[config.mk]
export PLATFORM = sky130hd
export DESIGN_NAME = snn_input_loader_flat
export DESIGN_NICKNAME = d
export VERILOG_FILES = /design/src/rtl/snn_input_loader_if.sv /design/src/rtl/snn_input_loader.sv /design/src/flat_wrapper.sv
export SDC_FILE = /design/constraint.sdc
export NUM_CORES = 1
export LEC_CHECK = 0
export ABC_CLOCK_PERIOD_IN_PS = 5500
export CAP_MARGIN = 20
export CELL_PAD_IN_SITES_DETAIL_PLACEMENT = 0
export CELL_PAD_IN_SITES_GLOBAL_PLACEMENT = 2
export CORE_MARGIN = 2
export CORE_UTILIZATION = 45
export CTS_CLUSTER_DIAMETER = 120
export CTS_CLUSTER_SIZE = 10
export DETAILED_ROUTE_END_ITERATION = 8
export GPL_ROUTABILITY_DRIVEN = 1
export PLACE_DENSITY = 0.86
export SETUP_SLACK_MARGIN = 0.1
export SYNTH_ARGS = -nofsm -noshare
export SYNTH_HDL_FRONTEND = slang
export SYNTH_SLANG_ARGS = --single-unit
[constraint.sdc]
create_clock -name clk -period 5.5 [get_ports clk]
set_input_delay 1.65 -clock clk [delete_from_list [all_inputs] [get_ports clk]]
set_output_delay 1.65 -clock clk [all_outputs]
set_load 0.01 [all_outputs]
[src/rtl/snn_input_loader_if.sv]
// Handshake/bus bundle between snn_input_loader and its UART and SNN-core neighbours.
// The slave modport is the loader's view; master is the environment's view.
interface snn_input_loader_if;
  logic       rx_rdy;
  logic [7:0] rx_data;
  logic       start;
  logic [9:0] addr_input_unit;
  logic       q_input;
  logic       done;
  logic [3:0] digit;
  logic       tx_rdy;
  logic       tx_start;
  logic [7:0] tx_data;
  logic       busy;

  modport slave (
    input  rx_rdy, rx_data, addr_input_unit, done, digit, tx_rdy,
    output start, q_input, tx_start, tx_data, busy
  );

  modport master (
    output rx_rdy, rx_data, addr_input_unit, done, digit, tx_rdy,
    input  start, q_input, tx_start, tx_data, busy
  );
endinterface

[src/rtl/snn_input_loader.sv]
// Loads a bit-packed image from UART bytes into the SNN input-unit memory, kicks the
// core, serves its bit reads and forwards the classified digit to the UART as ASCII.
module snn_input_loader #(
  parameter int         NUM_BITS   = 784,
  parameter logic [7:0] ASCII_BASE = 8'h30,
  parameter logic [7:0] BAD_CHAR   = 8'h3F
) (
  input  logic               clk,
  input  logic               rst_n,
  snn_input_loader_if.slave  bus
);

  localparam int NUM_BYTES = NUM_BITS / 8;
  localparam int CNT_W     = $clog2(NUM_BYTES);
  localparam int ADDR_W    = 10;
  localparam logic [CNT_W-1:0]  LAST_BYTE = CNT_W'(NUM_BYTES - 1);
  localparam logic [ADDR_W-1:0] ADDR_LIM  = ADDR_W'(NUM_BITS);

  typedef enum logic [1:0] {LOAD, START, WAIT_DONE, SEND} state_e;

  state_e             state_q, state_d;
  logic [CNT_W-1:0]   byte_cnt_q, byte_cnt_d;
  logic               start_q, start_d;
  logic               q_input_q, q_input_d;
  logic               tx_start_q, tx_start_d;
  logic [7:0]         tx_data_q, tx_data_d;
  logic               busy_q, busy_d;
  logic               wr_en;
  logic [CNT_W+2:0]   wr_base;
  logic [NUM_BITS-1:0] mem_q;

  assign wr_base = {byte_cnt_q, 3'b000};

  always_comb begin
    state_d    = state_q;
    byte_cnt_d = byte_cnt_q;
    start_d    = 1'b0;
    tx_start_d = 1'b0;
    tx_data_d  = tx_data_q;
    busy_d     = busy_q;
    wr_en      = 1'b0;
    // Read port is state-independent; out-of-range addresses read as zero.
    q_input_d  = (bus.addr_input_unit < ADDR_LIM) ? mem_q[bus.addr_input_unit] : 1'b0;

    case (state_q)
      LOAD: begin
        if (bus.rx_rdy) begin
          wr_en  = 1'b1;
          busy_d = 1'b1;
          if (byte_cnt_q == LAST_BYTE) begin
            byte_cnt_d = '0;
            start_d    = 1'b1;
            state_d    = START;
          end else begin
            byte_cnt_d = byte_cnt_q + CNT_W'(1);
          end
        end
      end
      START: state_d = WAIT_DONE;
      WAIT_DONE: begin
        // A byte coinciding with done is dropped along with every other byte here.
        if (bus.done) begin
          tx_data_d = (bus.digit <= 4'd9) ? (ASCII_BASE + {4'b0000, bus.digit}) : BAD_CHAR;
          state_d   = SEND;
        end
      end
      SEND: begin
        if (bus.tx_rdy) begin
          tx_start_d = 1'b1;
          busy_d     = 1'b0;
          state_d    = LOAD;
        end
      end
      default: state_d = LOAD;
    endcase
  end

  always_ff @(posedge clk or negedge rst_n) begin
    if (!rst_n) begin
      state_q    <= LOAD;
      byte_cnt_q <= '0;
      start_q    <= 1'b0;
      q_input_q  <= 1'b0;
      tx_start_q <= 1'b0;
      tx_data_q  <= 8'h00;
      busy_q     <= 1'b0;
    end else begin
      state_q    <= state_d;
      byte_cnt_q <= byte_cnt_d;
      start_q    <= start_d;
      q_input_q  <= q_input_d;
      tx_start_q <= tx_start_d;
      tx_data_q  <= tx_data_d;
      busy_q     <= busy_d;
    end
  end

  // Image memory keeps its contents across reset; byte k lands LSB-first at 8k.
  always_ff @(posedge clk) begin
    if (wr_en) mem_q[wr_base +: 8] <= bus.rx_data;
  end

  assign bus.start    = start_q;
  assign bus.q_input  = q_input_q;
  assign bus.tx_start = tx_start_q;
  assign bus.tx_data  = tx_data_q;
  assign bus.busy     = busy_q;

endmodule

[src/flat_wrapper.sv]
// flat-port wrapper written by rule: the top's interface ports become plain ports
module snn_input_loader_flat 
#(
  parameter int         NUM_BITS   = 784,
  parameter logic [7:0] ASCII_BASE = 8'h30,
  parameter logic [7:0] BAD_CHAR   = 8'h3F
)
  (clk, rst_n, bus_rx_rdy, bus_rx_data, bus_addr_input_unit, bus_done, bus_digit, bus_tx_rdy, bus_start, bus_q_input, bus_tx_start, bus_tx_data, bus_busy);
  snn_input_loader_if bus_i ();
  input  logic clk;
  input  logic rst_n;
  input wire logic [$bits(bus_i.rx_rdy)-1:0] bus_rx_rdy;
  input wire logic [$bits(bus_i.rx_data)-1:0] bus_rx_data;
  input wire logic [$bits(bus_i.addr_input_unit)-1:0] bus_addr_input_unit;
  input wire logic [$bits(bus_i.done)-1:0] bus_done;
  input wire logic [$bits(bus_i.digit)-1:0] bus_digit;
  input wire logic [$bits(bus_i.tx_rdy)-1:0] bus_tx_rdy;
  output wire logic [$bits(bus_i.start)-1:0] bus_start;
  output wire logic [$bits(bus_i.q_input)-1:0] bus_q_input;
  output wire logic [$bits(bus_i.tx_start)-1:0] bus_tx_start;
  output wire logic [$bits(bus_i.tx_data)-1:0] bus_tx_data;
  output wire logic [$bits(bus_i.busy)-1:0] bus_busy;
  assign bus_i.rx_rdy = bus_rx_rdy;
  assign bus_i.rx_data = bus_rx_data;
  assign bus_i.addr_input_unit = bus_addr_input_unit;
  assign bus_i.done = bus_done;
  assign bus_i.digit = bus_digit;
  assign bus_i.tx_rdy = bus_tx_rdy;
  assign bus_start = bus_i.start;
  assign bus_q_input = bus_i.q_input;
  assign bus_tx_start = bus_i.tx_start;
  assign bus_tx_data = bus_i.tx_data;
  assign bus_busy = bus_i.busy;
  snn_input_loader #(.NUM_BITS(NUM_BITS), .ASCII_BASE(ASCII_BASE), .BAD_CHAR(BAD_CHAR)) u_core (.clk(clk), .rst_n(rst_n), .bus(bus_i));
endmodule
==> After elaboration in Yosys (flattened, before gate mapping) <==
Index checks and enable logic that the tools add are counted.
{ "totals": {"ff_bits": 805, "in_bits": 27, "out_inout_bits": 12, "word_cells": 51} }
{ "op_classes": {"addsub": 3, "magnitude_cmp": 3, "n_eq_ne": 8, "n_shift": 2, "muxes": 21, "n_reduce_logical": 6} }
{ "ops": {"columns": ["cell", "count"], "rows": [
  ["$bwmux W784", 1],
  ["$shift A8 B12 Y784 const A", 1],
  ["$shiftx A8 B12 Y784", 1],
  ["$neg A10 Y12", 1],
  ["$lt A10 B11 Y1 const B", 1],
  ["$mux W1", 11],
  ["$bmux W1 S10", 1],
  ["$lt A10 B10 Y1 const B", 1],
  ["$mux W2", 4],
  ["$mux W8", 1],
  ["$pmux W2 S4", 1],
  ["$add A6 B4 Y7 const A", 1],
  ["$add A7 B1 Y7 const B", 1],
  ["$eq A7 B7 Y1 const B", 1],
  ["$mux W7", 1],
  ["$ne A2 B2 Y1 const B", 3],
  ["$eq A2 B2 Y1 const B", 2],
  ["$le A4 B4 Y1 const B", 1],
  ["$reduce_and A2 Y1", 2],
  ["$reduce_and A4 Y1", 1],
  ["$reduce_and A3 Y1", 1],
  ["$eq A2 B1 Y1 const B", 1],
  ["$logic_not A2 Y1", 1],
  ["$ne A2 B1 Y1 const B", 1],
  ["other kinds (2)", 2]
]} }

==> Longest topological paths before layout <==
Gate-level depths: netlist of run 1.
{ "logic_depth": {"ltp_word": 4, "mapped_depth": 15, "ltp_nobuf": 10} }

==> Least setup slack after synthesis of run 1 <==
OpenSTA, ideal clock, no wires.
{ "synth_path": {"path_type": "in2reg", "from": "in bus_addr_input_unit[1]", "to": "reg u_core.q_input_q (netlist: u_core.bus.q_input)", "setup_ns": 0.126, "arrival_time_ns": 3.848, "t_required_ns": 5.374, "setup_slack_ns": 1.526, "path_stages": 10, "n_path_buf": 4, "path_cell_list": "buf_2 > buf_2 > buf_2 > buf_1 > mux4_2 > a221oi_1 > o21ai_0 > a2111oi_2 > nor3_1 > o32a_1"} }
{ "synth_between": {"elab_chain_cells": 3, "word_cells_on_any_way": 4, "classes_between": "order compare: 1; mux: 3"} }
{ "synth_rtl": {"columns": ["element", "line_no", "rtl"], "rows": [
  ["start, declared", "flat_wrapper.sv:14", "input wire logic [$bits(bus_i.addr_input_unit)-1:0] bus_addr_input_unit;"],
  ["$bmux W1 S10", "snn_input_loader.sv:43", "q_input_d = (bus.addr_input_unit < ADDR_LIM) ? mem_q[bus.addr_input_unit] : 1'b0;"],
  ["$mux W1 (implied by the code)", "snn_input_loader.sv:43", null],
  ["$mux W1 (*)", "snn_input_loader.sv:43", null],
  ["via u_core.q_input_d", "snn_input_loader.sv:24", "logic q_input_q, q_input_d;"],
  ["end signal, assigned", "snn_input_loader.sv:91", "q_input_q <= q_input_d;"],
  ["end, declared", "snn_input_loader.sv:24", null]
]} }
The timed path passes the listed nets; every way through them passes the cells marked *. The select of a mux whose other input is x is not followed.
A chain may end at the register's enable or synchronous reset.

==> Worst setup path after layout of run 1 <==
{ "layout_path": {"from": "in bus_addr_input_unit[0]", "to": "reg u_core.q_input_q (netlist: u_core.bus.q_input)"} }
Same word-level chain as after synthesis.

==> key figures, run 1 <==
Run status
  – Outcome: finished, final reports clean

Synth
  – Post-synth top flop: edfxtp_1
  – Seq cells post-synth: 802
  – EDFF count, synth: approximately 780
  – Yosys cell types: 57
  – Largest area contributor in the netlist: edfxtp_1
  – Most numerous cell in the Yosys netlist: nor2_1
  – Sequential area share after synthesis: 0.671
  – Synth Instances: around 2600
  – Async set-reset flop share out of synthesis: 0.0224
  – Synth top area cells: edfxtp_1, mux4_2, nor2_1
  – Synth cell count leaders: nor2_1, edfxtp_1, mux4_2
  – Yosys top cell area share: 0.658
  – Synthesized cell area: roughly 36000 um^2
  – Syn. warnings: 0
  – Syn Area/Cell: roughly 14 um^2

Clocking
  – # Post-CTS Setup Buffers: 0
  – Root Buffer: clkbuf_16
  – Worst skew pair latency: 0.66 ns
  – Post-CTS Resized: 0
  – Worst-case clock buffer depth: 3
  – H-tree Lvls: 3
  – TritonCTS Buffers: 90
  – Clock sink count: about 800
  – CTS tree: yes
  – Reg clk slew, reported paths: approximately 0.060 ns
  – Cts hold-fix bufs: 0

Cells and area
  – Layout fillers: ~6600
  – Layout Nets: around 2600
  – Ratio of cells with drive above 1 in the final layout: 0.169
  – Layout Area Growth over Synthesis: 11.5%

Route
  – DRT iter0 DRCs: 2829
  – Routed wire length: a little over 100 mm
  – Via density: slightly above 6
  – Detail Route Antenna Nets: 0
  – DR vias: around 22000
  – Wire per inst: ~28 um
  – DR DRC count: 0
  – Drt pass-1 iters: 5

Placed design
  – Placement Setup Slack: between 0.5 and 0.6 ns
  – Gpl congestion: between 0.8 and 0.9
  – HPWL Detailed: ~67 mm
  – PortBufs: 36

Global routing
  – Congestion Overflow GR: 0
  – Antenna violations before repair: 3
  – Gr usage total: 0.254
  – Pin count of the biggest net entering global routing: 49
  – Vias in the first global route: about 22000
  – First-pass GRT wire length: 150 mm

STA
  – Fin. Hold Viols: 0
  – RSZ-0062 raised after global routing: no
  – Relative slew margins: 0.316
  – Setup TNS: 0 ns
  – Fmax: approximately 230 MHz
  – Clock Skew: roughly 0.037 ns
  – Tmin final: ~4.3 ns
  – Fraction of the cycle the final worst path needs: 0.779
  – Final setup margin: 1.22 ns
  – Max Slew Vio Count: 0
  – Slew of the pin with the lowest slew margin: about 1.0 ns
  – # setup viols final: 0

Floorplan
  – Die Wd: about 290 um
  – Die height: 286 um
  – Core ar.: between 70000 and 80000 um^2
  – Starting Density: 0.454
  – Row count: slightly above 100
  – Die area: 81800 um^2
  – # IOs: 39

Pwr
  – Peak supply drop: between 0.2 and 0.3 mV
  – Leakage: between 10 and 15 nW
  – Pwr Density: 387 nW/um^2

Setup path
  – Crit path max-delay cell type: a221oi_1
  – Critical-path cell list: buf_8 > buf_12 > mux4_2 > a22o_1 > a221oi_1 > o22ai_1 > nor3_1 > nor4b_1 > o32a_1
  – CP Class: input pin to flop
  – WP data required: between 6 and 7 ns
  – CP max FO: 41
  – Critical Path Start Type: input pin
  – Crit-path max cell delay: 0.69 ns
  – Crit path DAT: about 4.8 ns
  – Worst Setup End Kind: flop

Min path
  – HP Class: flop to flop

Run
  – Number of max-cap violations: 0
## path summary, 6_finish.rpt
kind / from / end / cells after the start / slack, ns
worst max-delay path: bus_addr_input_unit[0] / u_core.bus.q_input / 9 / 1.22
worst min-delay path: u_core.bus.tx_data[2] / u_core.bus.tx_data[2] / 2 / 0.49
worst max register to register: u_core.byte_cnt_q[0] / u_core.mem_q[672] / 6 / 1.31
worst min register to register: u_core.bus.tx_data[2] / u_core.bus.tx_data[2] / 2 / 0.49
max in group asynchronous: rst_n / u_core.byte_cnt_q[3] / 2 / 3.73
min in group asynchronous: rst_n / u_core.state_q[1] / 1 / 1.30
## cell usage in the layout, fill, tap and decap left out, drive strengths merged, types with 9 or more instances in the layout
cell type	count
nor2	838
edfxtp	784
mux4	202
nand2	121
buf	119
clkbuf	110
and2	54
mux2i	47
nor3	47
nand3	44
clkdlybuf4s50	33
dfrtp	18
o22ai	17
inv	17
a21oi	16
o21ai	16
o221ai	14
nor4	10
nand2b	9
a221oi	9
mux2	9
## layout make-up
class | count | area, um^2 | share of cell area
timing repair buffer | 153 | 1360 | 0.0342
tap | 1050 | 1310 | 0.0329
inverter | 12 | 45.0 | 0.00113
clock buffer | 109 | 2340 | 0.0588
sequential | 802 | 24000 | 0.602
antenna | 3 | 7.51 | 0.000188
multi-input combinational | 1525 | 10700 | 0.269
clock inverter | 7 | 76.3 | 0.00191
## critical path: cells and delay by family
kind | cells | cell delay, ns
compound gates | 4 | 1.47
buf+inv | 2 | 0.78
mux | 1 | 0.58
simple gates | 2 | 0.29
## cells by family after synthesis
group	synth area share
buffers and inverters	0.0297
other	0.000105
muxes	0.143
xor gates and xnor gates	0.00196
adders and majority gates	0.00280
DFF	0.671
and+or+nand+nor	0.131
AOI/OAI and AO/OA	0.0205
## per-stage QoR
| step | area (um^2) | total power [mW] | hold slack [ns] | utilization | cells |
|---|---|---|---|---|---|
| 2_1_floorplan | 35800 | 8.72 | 0.500 | - | 2566 |
| 3_3_place_gp | 37400 | 10.2 | 0.469 | 0.474 | 3540 |
| 3_5_place_dp | 37400 | 10.2 | 0.486 | 0.475 | 3541 |
| 4_1_cts | 39800 | 15.4 | 0.498 | 0.505 | 3657 |
| 5_1_grt | 39900 | 15.9 | 0.533 | 0.505 | 3658 |
| 6_report | 39900 | 15.4 | 0.488 | 0.506 | 3661 |
## power breakdown
group	leakage, nW	switching, mW	internal, mW
Clock	1.18	2.30	2.96
Sequential	7.92	0.0864	6.78
Combinational	3.72	2.57	0.737
## flip-flops by register name, summed over array words and instances (netlist names)
signal,count
u_core.bus.busy,1
u_core.bus.start,1
u_core.bus.tx_data,5
u_core.byte_cnt_q,7
u_core.mem_q,784
u_core.state_q,2
u_core.bus.tx_start,1
u_core.bus.q_input,1
## metal layers
| metal | up-vias | routed length (um) | global-route usage |
|---|---|---|---|
| li1 | 9377 | - | - |
| met1 | 11600 | 40200 | 0.355 |
| met2 | 1219 | 47900 | 0.396 |
| met3 | 202 | 11300 | 0.0587 |
| met4 | 2 | 3480 | 0.0876 |
| met5 | - | 13 | 0 |
No activity file was read; power rests on OpenSTA's default activity.
==> run 2, diff against run 1 <==
--- a/config.mk
+++ b/config.mk
@@ -5,17 +5,17 @@
 export SDC_FILE = /design/constraint.sdc
 export NUM_CORES = 1
 export LEC_CHECK = 0
-export ABC_CLOCK_PERIOD_IN_PS = 5500
+export ABC_CLOCK_PERIOD_IN_PS = 3800
 export CAP_MARGIN = 20
 export CELL_PAD_IN_SITES_DETAIL_PLACEMENT = 0
 export CELL_PAD_IN_SITES_GLOBAL_PLACEMENT = 2
 export CORE_MARGIN = 2
-export CORE_UTILIZATION = 45
+export CORE_UTILIZATION = 42
 export CTS_CLUSTER_DIAMETER = 120
 export CTS_CLUSTER_SIZE = 10
 export DETAILED_ROUTE_END_ITERATION = 8
 export GPL_ROUTABILITY_DRIVEN = 1
-export PLACE_DENSITY = 0.86
+export PLACE_DENSITY = 0.85
 export SETUP_SLACK_MARGIN = 0.1
 export SYNTH_ARGS = -nofsm -noshare
 export SYNTH_HDL_FRONTEND = slang
==> constraint.sdc (replaced) <==
create_clock -name clk -period 3.8 [get_ports clk]
set_input_delay 1.14 -clock clk [delete_from_list [all_inputs] [get_ports clk]]
set_output_delay 1.14 -clock clk [all_outputs]
set_load 0.01 [all_outputs]
==> key figures, run 2 (synthesized netlist as in run 1, its figures left out) <==
Run status
  – Outcome: finished, final reports clean

Min path
  – HP Class: flop to flop

Floorplan
  – Starting Density: 0.422
  – Die area: between 80000 and 90000 um^2
  – # IOs: 39
  – Die Wd: 296 um
  – Die height: about 300 um
  – Row count: between 100 and 150
  – Core ar.: roughly 85000 um^2

Setup path
  – Crit path max-delay cell type: nor2_1
  – Reg2Reg Setup Slack: approximately 0.13 ns
  – CP Class: flop to flop
  – Crit-path max cell delay: between 0.6 and 0.7 ns
  – Critical-path cell list: inv_1 > ha_1 > nand2b_1 > or4_1 > mux2i_1 > nand2_1 > nor2_1 > nand2_1 > nor2_1
  – CP max FO: 8
  – Crit path DAT: 3.95 ns
  – WP data required: about 4.1 ns
  – Worst Setup End Kind: flop
  – Critical Path Start Type: flop

STA
  – Clock Skew: approximately 0.019 ns
  – RSZ-0062 raised after global routing: yes
  – Tmin final: ~3.7 ns
  – Setup TNS: 0 ns
  – Slew of the pin with the lowest slew margin: between 0.9 and 1 ns
  – Final setup margin: around 0.13 ns
  – Fmax: 273 MHz
  – Max Slew Vio Count: 0
  – Fraction of the cycle the final worst path needs: 0.966
  – Fin. Hold Viols: 0
  – # setup viols final: 0
  – Relative slew margins: 0.337
  – Final hold slack: approximately 0.5 ns

Cells and area
  – Register Area: approximately 24000 um^2
  – Fin util: 0.490
  – Layout Nets: approximately 2800
  – Largest register FFs: about 800
  – Multi-input logic area: roughly 11000 um^2
  – Ratio of cells with drive above 1 in the final layout: 0.224
  – Non-filler cells, final: a little under 4000
  – Most frequent cells in the layout: nor2_1, edfxtp_1, buf_4
  – Layout Area Growth over Synthesis: 16.0%
  – Layout fillers: 7103
  – Post-route cell area: 41500 um^2
  – Commonest non-fill, non-tap cell in the layout: nor2_1
  – Antenna Cells: 0
  – Largest Register: u_core.mem_q

Placed design
  – PortBufs: 36
  – HPWL Detailed: slightly below 70 mm
  – Placement Setup Slack: -0.298 ns
  – Placed instance area: just under 40000 um^2
  – DP Cell Count: about 3800
  – Gpl congestion: just under 0.9

Clocking
  – # Post-CTS Setup Buffers: 0
  – Cts hold-fix bufs: 0
  – H-tree Lvls: 3
  – Root Buffer: clkbuf_16
  – Worst-case clock buffer depth: 3
  – Worst skew pair latency: approximately 0.65 ns
  – Clock sink count: approximately 800
  – TritonCTS Buffers: 90
  – Reg clk slew, reported paths: ~0.060 ns
  – CTS tree: yes

Pwr
  – Design Power: between 20 and 25 mW
  – Sw Share: 0.317
  – Peak supply drop: 0.398 mV
  – Leakage: about 14 nW
  – Pwr Density: 544 nW/um^2
  – Clock power share: 0.339
  – Combinational share of power: 0.221
  – Flop pwr share: 0.440
  – Pint: about 15 mW
  – Net Sw Power: 7.15 mW

Route
  – DR DRC count: 0
  – Via density: 5.79
  – Detail Route Antenna Nets: 0
  – Wire per inst: around 26 um
  – Drt pass-1 iters: 6
  – Routed wire length: 102 mm
  – DRT iter0 DRCs: 2566
  – DR vias: approximately 23000

Global routing
  – Gr usage total: 0.236
  – Congestion Overflow GR: 0
  – Antenna violations before repair: 1
  – Pin count of the biggest net entering global routing: slightly below 50
  – First-pass GRT wire length: ~150 mm
  – Vias in the first global route: around 23000

Run
  – Number of max-cap violations: 0
-- run 2: repair_timing --
item                                    in CTS  in global routing
endpoints found under the setup margin       0                 77
endpoints found under the hold margin        0                  0
gates resized for setup                      0                  8
-- run 2: worst paths after layout --
path / endpoint / from / cells after the start
worst max register to register: u_core.mem_q[468] / u_core.byte_cnt_q[0] / 9
max in group asynchronous: u_core.state_q[0] / rst_n / 2
worst min register to register: u_core.bus.tx_data[2] / u_core.bus.tx_data[2] / 2
worst max-delay path: u_core.mem_q[468] / u_core.byte_cnt_q[0] / 9
min in group asynchronous: u_core.byte_cnt_q[3] / rst_n / 2
worst min-delay path: u_core.bus.tx_data[2] / u_core.bus.tx_data[2] / 2
-- run 2: power groups by stage --
stage / clock, mW / combinational [mW] / sequential, mW
after global placement: 0 / 4.82 / 10.1
final: 7.64 / 4.98 / 9.92
after global routing: 8.05 / 5.20 / 9.94
after floorplan: 0 / 2.58 / 10.1
after CTS: 7.75 / 4.91 / 9.92
after detailed placement: 0 / 4.88 / 10.1
-- run 2: critical path: cells and delay by family (launching register included) --
kind	cells	cell delay [ns]
buffers and inverters	1	0.28
AND/OR/NAND/NOR	6	2.20
adder cells (fa/ha/maj)	1	0.23
multiplexers	1	0.22
flip-flops	1	0.37
-- run 2: cell type report --
class,count,share of cell area
well taps,1144,0.0345
multi-input cells,1525,0.260
clock inverters,5,0.00184
repair buffers,321,0.0675
clock buffers,108,0.0569
flip-flops and latches,802,0.578
inverters,12,0.00109
-- run 2: metal layers --
| layer | vias up | track usage | wire length (um) | share of wire |
|---|---|---|---|---|
| met5 | - | 0 | 0 | 0 |
| met4 | 0 | 0.0799 | 3170 | 0.031 |
| met3 | 202 | 0.0492 | 10300 | 0.10 |
| met2 | 1140 | 0.387 | 49700 | 0.49 |
| met1 | 11700 | 0.314 | 39100 | 0.38 |
| li1 | 9702 | - | - | - |
